<file path="src/rtl/adc_spi_responder.sv">
// ADC-side SPI slave used to exercise the ADC SPI master without a real ADC.
// Oversamples SCLK/SYNC1/SDI1, receives a command frame, returns a tagged sample.
module adc_spi_responder #(
    parameter int FRAME_W = 16,
    parameter int DATA_W  = 12,
    parameter int CH_W    = 3
) (
    input  logic               CLK,
    input  logic               RST_N,
    input  logic               SCLK,
    input  logic               SYNC1,
    input  logic               SDI1,
    output logic               SDO1,
    input  logic [DATA_W-1:0]  SAMPLE_IN,
    output logic [CH_W-1:0]    CH_SEL,
    output logic [FRAME_W-1:0] CMD_OUT,
    output logic               CMD_VALID,
    output logic               FRAME_ERR
);

    localparam int CNT_W = $clog2(FRAME_W + 2);
    localparam logic [CNT_W-1:0] CNT_FULL = CNT_W'(FRAME_W);
    localparam logic [CNT_W-1:0] CNT_SAT  = CNT_W'(FRAME_W + 1);

    typedef enum logic [1:0] {
        WAIT_HIGH,
        IDLE,
        SHIFT
    } state_t;

    // Two-flop synchronizer stages plus a delayed copy for edge detection.
    // SYNC1 resets low so a frame already in progress is never seen as idle.
    logic sclk_meta_q, sclk_sync_q, sclk_prev_q;
    logic sync_meta_q, sync_sync_q, sync_prev_q;
    logic sdi_meta_q,  sdi_sync_q;

    // Edge strobes, derived only from the synchronized copies
    logic sclk_rise, sclk_fall;
    logic sync_rise, sync_fall;

    // Frame state
    state_t             state_q;
    logic [CNT_W-1:0]   cnt_q;
    logic [FRAME_W-1:0] rx_q;
    logic [FRAME_W-1:0] tx_q;
    logic [FRAME_W-1:0] tx_load;

    // Registered outputs
    logic               sdo_q;
    logic [CH_W-1:0]    ch_sel_q;
    logic [FRAME_W-1:0] cmd_q;
    logic               cmd_valid_q;
    logic               frame_err_q;

    // Synchronize the asynchronous SPI inputs into the CLK domain
    always_ff @(posedge CLK or negedge RST_N) begin
        if (!RST_N) begin
            sclk_meta_q <= 1'b0;
            sclk_sync_q <= 1'b0;
            sync_meta_q <= 1'b0;
            sync_sync_q <= 1'b0;
            sdi_meta_q  <= 1'b0;
            sdi_sync_q  <= 1'b0;
        end else begin
            sclk_meta_q <= SCLK;
            sclk_sync_q <= sclk_meta_q;
            sync_meta_q <= SYNC1;
            sync_sync_q <= sync_meta_q;
            sdi_meta_q  <= SDI1;
            sdi_sync_q  <= sdi_meta_q;
        end
    end

    // Hold the previous synchronized level for edge detection
    always_ff @(posedge CLK or negedge RST_N) begin
        if (!RST_N) begin
            sclk_prev_q <= 1'b0;
            sync_prev_q <= 1'b0;
        end else begin
            sclk_prev_q <= sclk_sync_q;
            sync_prev_q <= sync_sync_q;
        end
    end

    // Edge strobes and the word latched at frame start
    always_comb begin
        sclk_rise = sclk_sync_q & ~sclk_prev_q;
        sclk_fall = ~sclk_sync_q & sclk_prev_q;
        sync_rise = sync_sync_q & ~sync_prev_q;
        sync_fall = ~sync_sync_q & sync_prev_q;
        tx_load   = {1'b0, ch_sel_q, SAMPLE_IN};
    end

    // Frame FSM; a SYNC1 rise takes priority over a same-cycle SCLK edge
    always_ff @(posedge CLK or negedge RST_N) begin
        if (!RST_N) begin
            state_q     <= WAIT_HIGH;
            cnt_q       <= '0;
            rx_q        <= '0;
            tx_q        <= '0;
            sdo_q       <= 1'b0;
            ch_sel_q    <= '0;
            cmd_q       <= '0;
            cmd_valid_q <= 1'b0;
            frame_err_q <= 1'b0;
        end else begin
            cmd_valid_q <= 1'b0;
            frame_err_q <= 1'b0;
            unique case (state_q)
                WAIT_HIGH: begin
                    sdo_q <= 1'b0;
                    if (sync_sync_q) begin
                        state_q <= IDLE;
                    end
                end
                IDLE: begin
                    sdo_q <= 1'b0;
                    if (sync_fall) begin
                        tx_q    <= tx_load;
                        sdo_q   <= tx_load[FRAME_W-1];
                        rx_q    <= '0;
                        cnt_q   <= '0;
                        state_q <= SHIFT;
                    end
                end
                SHIFT: begin
                    if (sync_rise) begin
                        state_q <= IDLE;
                        sdo_q   <= 1'b0;
                        if (cnt_q == CNT_FULL) begin
                            cmd_q       <= rx_q;
                            cmd_valid_q <= 1'b1;
                            if (rx_q[FRAME_W-1]) begin
                                ch_sel_q <= rx_q[FRAME_W-2 -: CH_W];
                            end
                        end else begin
                            frame_err_q <= 1'b1;
                        end
                    end else if (sclk_rise) begin
                        rx_q <= {rx_q[FRAME_W-2:0], sdi_sync_q};
                        if (cnt_q != CNT_SAT) begin
                            cnt_q <= cnt_q + 1'b1;
                        end
                    end else if (sclk_fall) begin
                        if (cnt_q < CNT_FULL) begin
                            tx_q  <= {tx_q[FRAME_W-2:0], 1'b0};
                            sdo_q <= tx_q[FRAME_W-2];
                        end else begin
                            sdo_q <= 1'b0;
                        end
                    end
                end
                default: begin
                    state_q <= WAIT_HIGH;
                    sdo_q   <= 1'b0;
                end
            endcase
        end
    end

    // Drive the ports from their registers
    always_comb begin
        SDO1      = sdo_q;
        CH_SEL    = ch_sel_q;
        CMD_OUT   = cmd_q;
        CMD_VALID = cmd_valid_q;
        FRAME_ERR = frame_err_q;
    end

endmodule

</file>
<file path="config.mk">
export PLATFORM = sky130hd
export DESIGN_NAME = adc_spi_responder
export DESIGN_NICKNAME = d
export VERILOG_FILES = /design/src/rtl/adc_spi_responder.sv
export SDC_FILE = /design/constraint.sdc
export NUM_CORES = 1
export LEC_CHECK = 0
export CORE_ASPECT_RATIO = 0.5
export CORE_UTILIZATION = 54
export CTS_CLUSTER_DIAMETER = 120
export DETAILED_ROUTE_END_ITERATION = 6
export HOLD_SLACK_MARGIN = 0.08
export PLACE_DENSITY = 0.79
export SYNTH_ARGS = -nofsm -noshare
export SYNTH_HDL_FRONTEND = slang
export SYNTH_SLANG_ARGS = --single-unit
</file>
<file path="constraint.sdc">
create_clock -name CLK -period 1.8 [get_ports CLK]
set_input_delay 0.27 -clock CLK [delete_from_list [all_inputs] [get_ports CLK]]
set_output_delay 0.27 -clock CLK [all_outputs]
set_load 0.03 [all_outputs]
</file>
==> results by stage <==
Synth:
- The post-synthesis cell type count is 35.
- Summed over its instances, the top area cell type makes up 58.9% of the synthesized netlist area.
- Synthesis produced a netlist with a net count of 288.
- In the post-synthesis netlist, the biggest area contributors are sky130_fd_sc_hd__dfrtp_1, sky130_fd_sc_hd__nand2_1, sky130_fd_sc_hd__o21ai_0, sky130_fd_sc_hd__mux2i_1, sky130_fd_sc_hd__o21ai_2.
- For this run, the register share of the synthesized area comes to 58.9%.
- The largest area contributor in the netlist is sky130_fd_sc_hd__dfrtp_1.
- Summing every instance area after synthesis gives 2890 um^2.
- The flip-flop and latch count after synthesis is 68.
- The post-synthesis instance total is 268.
- The total number of yosys warnings is 0.
- The synthesized area divided by synthesized cell count is 10.8 um^2.

Die:
- For this design the top-level I/O count stands at 39.
- The die covers 5670 um^2.
- The horizontal extent of the die is 105 um.
- The starting density of the core is 57.3%.
- The area inside the core boundary is 5040 um^2.
- Measured along the y axis, the die boundary spans 53.7 um.
- The site row count is 18.

Hold path:
- The tightest min-delay check is of the reg -> reg type.
- The worst hold endpoint is sdi_sync_q.
- In this run the most critical hold path is launched from sdi_meta_q.
- The worst hold path cell count is 0.

Worst setup path:
- In this run the number of cells on the critical path is 1.
- The setup slack of the worst register-to-register path is 0.15 ns.
- The worst path required time is 1.53 ns.
- Along the worst path, the maximum fanout reaches 3.
- STA classifies the critical path endpoint as a primary output.
- The sort of element at the start of the critical path is a flip-flop.
- The type of the setup path with the least slack is reg -> out.
- The data arrival time of the critical path is 1.42 ns.
- The critical register-to-register path endpoint is CH_SEL[0].
- The combined buffer and inverter count along the critical path is 1.
- The largest single stage delay on the critical path is 0.69 ns.
- The largest individual stage delay along the critical path comes from the cell sky130_fd_sc_hd__clkdlybuf4s50_1.
- Walking the worst path, the cells encountered are clkdlybuf4s50_1.
- The worst register-to-register path has a depth of 7.
- Among cell families on the critical path, the largest total delay comes from buffers and inverters.
- The reg-to-reg startpoint is cnt_q[0].

CTS:
- The number of buffers created by CTS is 9.
- The clock drives 68 sinks.
- The insertion delay to the later sink of the worst-skew pair is 0.34 ns.
- The clock tree synthesis step divided the H-tree into 3 levels.
- The clock tree from TritonCTS is yes.
- Once the clock tree was built, the resizer swapped 0 gates to a different size.
- The tree is rooted in a sky130_fd_sc_hd__clkbuf_8.
- The clock-pin transition on the worst setup and hold timing paths is 0.07 ns.
- The clock tree buffer depth is 2.

STA:
- The number of endpoints with negative hold slack in the final report is 0.
- Setup repair after global routing left no endpoint under its margin.
- The maximum clock frequency is 0.593 GHz.
- For the pin with the worst max-slew slack, the measured transition is 0.479 ns.
- The final-report setup violation count is 0.
- The count of pins over their slew limit is 0.
- On the final layout, the worst clock skew is 0.00892 ns.
- The worst pin sits at a relative slew slack of 67.8%.
- In the finished design, the share of the clock period the worst path needs comes to 93.7%.
- Summed over all failing endpoints, the final setup total negative slack is 0 ns.
- The routed design could run at a clock period as short as 1.69 ns.

Final layout:
- Leaving out fill and tap cells, the most frequent cell in the layout is sky130_fd_sc_hd__nand2_1.
- The final cell area excluding filler cells is 3590 um^2.
- Leaving out fill and tap cells, the most frequent cells in the layout are sky130_fd_sc_hd__nand2_1, sky130_fd_sc_hd__dfrtp_1, sky130_fd_sc_hd__o21ai_0.
- The repair_antennas step left the layout with diodes totalling 0.
- The area added between synthesis and finish is 24.3%.
- The final layout contains 335 nets.
- The share of layout cells above drive strength 1 is 15.3%.

Route:
- In the routed layout, each cell is associated on average with a via count of 5.31.
- The mean routed wirelength per cell is 14.0 um.
- The number of DRC markers in iteration 0 is 96.
- The pre-antenna-repair detailed-routing pass consisted of 4 iterations.
- The DRC violation count after routing is 0.
- The post-route antenna net violation count is 0.
- The wire length after detailed routing is 5440 um.
- Detailed routing inserted a total of 2,071 vias.

Global route:
- The total global routing overflow is 0.
- The first global-routing pass estimated 9110 um of wire.
- The initial antenna violation count is 0.
- The overall track demand over capacity in global routing is 21.9%.
- The number of global-route vias before repair is 1,973.
- The pin count of the biggest net entering global routing is 69.

Power and ir drop:
- IR analysis of the VDD net gives a maximum drop of 0.499 mV.
- Summing internal, switching and leakage power gives 3.52 mW.
- For this design the static power due to leakage is 1.62 nW.
- The power density over the cells is 980 nW/um^2.

Placed design:
- Once placement finished, the instance area stood at 3360 um^2.
- The congestion estimate from routability-driven global placement came to 0.751.
- The number of buffer cells added on primary ports is 38.
- Detailed placement finished with a half-perimeter wire length of 3570 um.

Flow run:
- The number of maximum-capacitance violations is 0.

Status:
- The run finished with clean final reports.
sequential cells by signal, indices dropped and copies added, names as in the netlist:
register / flops
sync_meta_q: 1
CH_SEL: 3
CMD_VALID: 1
sync_prev_q: 1
state_q: 2
sdi_meta_q: 1
FRAME_ERR: 1
sclk_meta_q: 1
sdi_sync_q: 1
tx_q: 15
CMD_OUT: 16
SDO1: 1
cnt_q: 5
sclk_prev_q: 1
rx_q: 16
sync_sync_q: 1
sclk_sync_q: 1
worst max-delay path by stage:
| stage | to | slack (ns) | startpoint |
|---|---|---|---|
| 3_5_place_dp | tx_q[2] | 0.08 | sync_prev_q |
| 5_1_grt | CH_SEL[2] | 0.05 | CH_SEL[2] |
| 3_3_place_gp | tx_q[1] | 0.18 | sync_prev_q |
| 6_report | CH_SEL[0] | 0.11 | CH_SEL[0] |
| 2_1_floorplan | CH_SEL[0] | 0.21 | cnt_q[0] |
| 4_1_cts | tx_q[2] | 0.07 | sync_prev_q |
metrics by stage:
| step | cells | worst slack (ns) | util, % | hold WS [ns] |
|---|---|---|---|---|
| final | 390 | 0.113 | 71.2 | 0.353 |
| after global routing | 390 | 0.0542 | 71.2 | 0.336 |
| after CTS | 389 | 0.0698 | 71.1 | 0.350 |
| after detailed placement | 372 | 0.0834 | 66.6 | 0.313 |
| after global placement | 372 | 0.178 | 66.6 | 0.306 |
| after floorplan | 268 | 0.210 | - | -0.0256 |
worst register-to-register path: cells and delay by family (launching register included):
family	cells	cell delay, ns
fa+ha+maj	1	0.22
buf+inv	2	0.15
simple gates	3	0.39
mux	1	0.33
flops	1	0.45
power breakdown:
group / total, mW / internal, mW / leakage [nW] / switching, mW
Sequential: 1.76 / 1.67 / 0.908 / 0.0860
Combinational: 0.423 / 0.188 / 0.598 / 0.235
Clock: 1.34 / 0.774 / 0.109 / 0.566
layout make-up:
type                       instances  area, um^2
multi-input combinational        183        1100
sequential                        68        1700
tap                               70        87.6
timing repair buffer              48         465
clock buffer                       9         124
inverter                           5        20.0
clock inverter                     7        91.3
fill                             380        1450
cell families after synthesis:
| kind of cell | synth area share (%) |
|---|---|
| flip-flops | 58.9 |
| AND/OR/NAND/NOR | 16.1 |
| buffers and inverters | 3.12 |
| multiplexers | 6.54 |
| adder cells (fa/ha/maj) | 1.30 |
| AO/OA/AOI/OAI | 14.0 |
Yosys cell counts:
cell type and count:
sky130_fd_sc_hd__clkbuf_1 2, sky130_fd_sc_hd__clkbuf_2 1, sky130_fd_sc_hd__o21ai_0 39, sky130_fd_sc_hd__nand2b_1 4, sky130_fd_sc_hd__nor4bb_1 1, sky130_fd_sc_hd__nor4_1 1
sky130_fd_sc_hd__nand4_1 2, sky130_fd_sc_hd__o21a_1 1, sky130_fd_sc_hd__nor3_1 3, sky130_fd_sc_hd__inv_1 4, sky130_fd_sc_hd__a31oi_1 2, sky130_fd_sc_hd__nand2_1 79
sky130_fd_sc_hd__o21ai_2 10, sky130_fd_sc_hd__mux2_2 3, sky130_fd_sc_hd__a21o_1 2, sky130_fd_sc_hd__a41oi_4 1, sky130_fd_sc_hd__ha_1 3, sky130_fd_sc_hd__nor2b_2 1
sky130_fd_sc_hd__a21oi_1 3, sky130_fd_sc_hd__clkinv_2 1, sky130_fd_sc_hd__buf_6 2, sky130_fd_sc_hd__dfrtp_1 68, sky130_fd_sc_hd__nand3_4 1, sky130_fd_sc_hd__or2_4 1
sky130_fd_sc_hd__and4bb_4 2, sky130_fd_sc_hd__o22ai_1 1, sky130_fd_sc_hd__nor2_1 2, sky130_fd_sc_hd__a31oi_4 1, sky130_fd_sc_hd__a22o_1 2, sky130_fd_sc_hd__buf_2 7
sky130_fd_sc_hd__mux2_4 1, sky130_fd_sc_hd__nor3b_1 1, sky130_fd_sc_hd__and2b_1 1, sky130_fd_sc_hd__mux2i_1 14, sky130_fd_sc_hd__nand2_4 1
metal layers:
metal | routed length, um | vias to the layer above | global-route usage [%]
li1 | - | 1003 | -
met1 | 2570 | 1007 | 26.6
met2 | 2550 | 45 | 35.7
met3 | 216 | 16 | 8.47
met4 | 108 | 0 | 10.3
met5 | 0 | - | 0
repair_timing:
item	in CTS	in global routing
hold buffers	1	0
setup buffers	0	1
endpoints found under the setup margin	0	4
endpoints found under the hold margin	68	0
No activity file was read; power rests on OpenSTA's default activity.
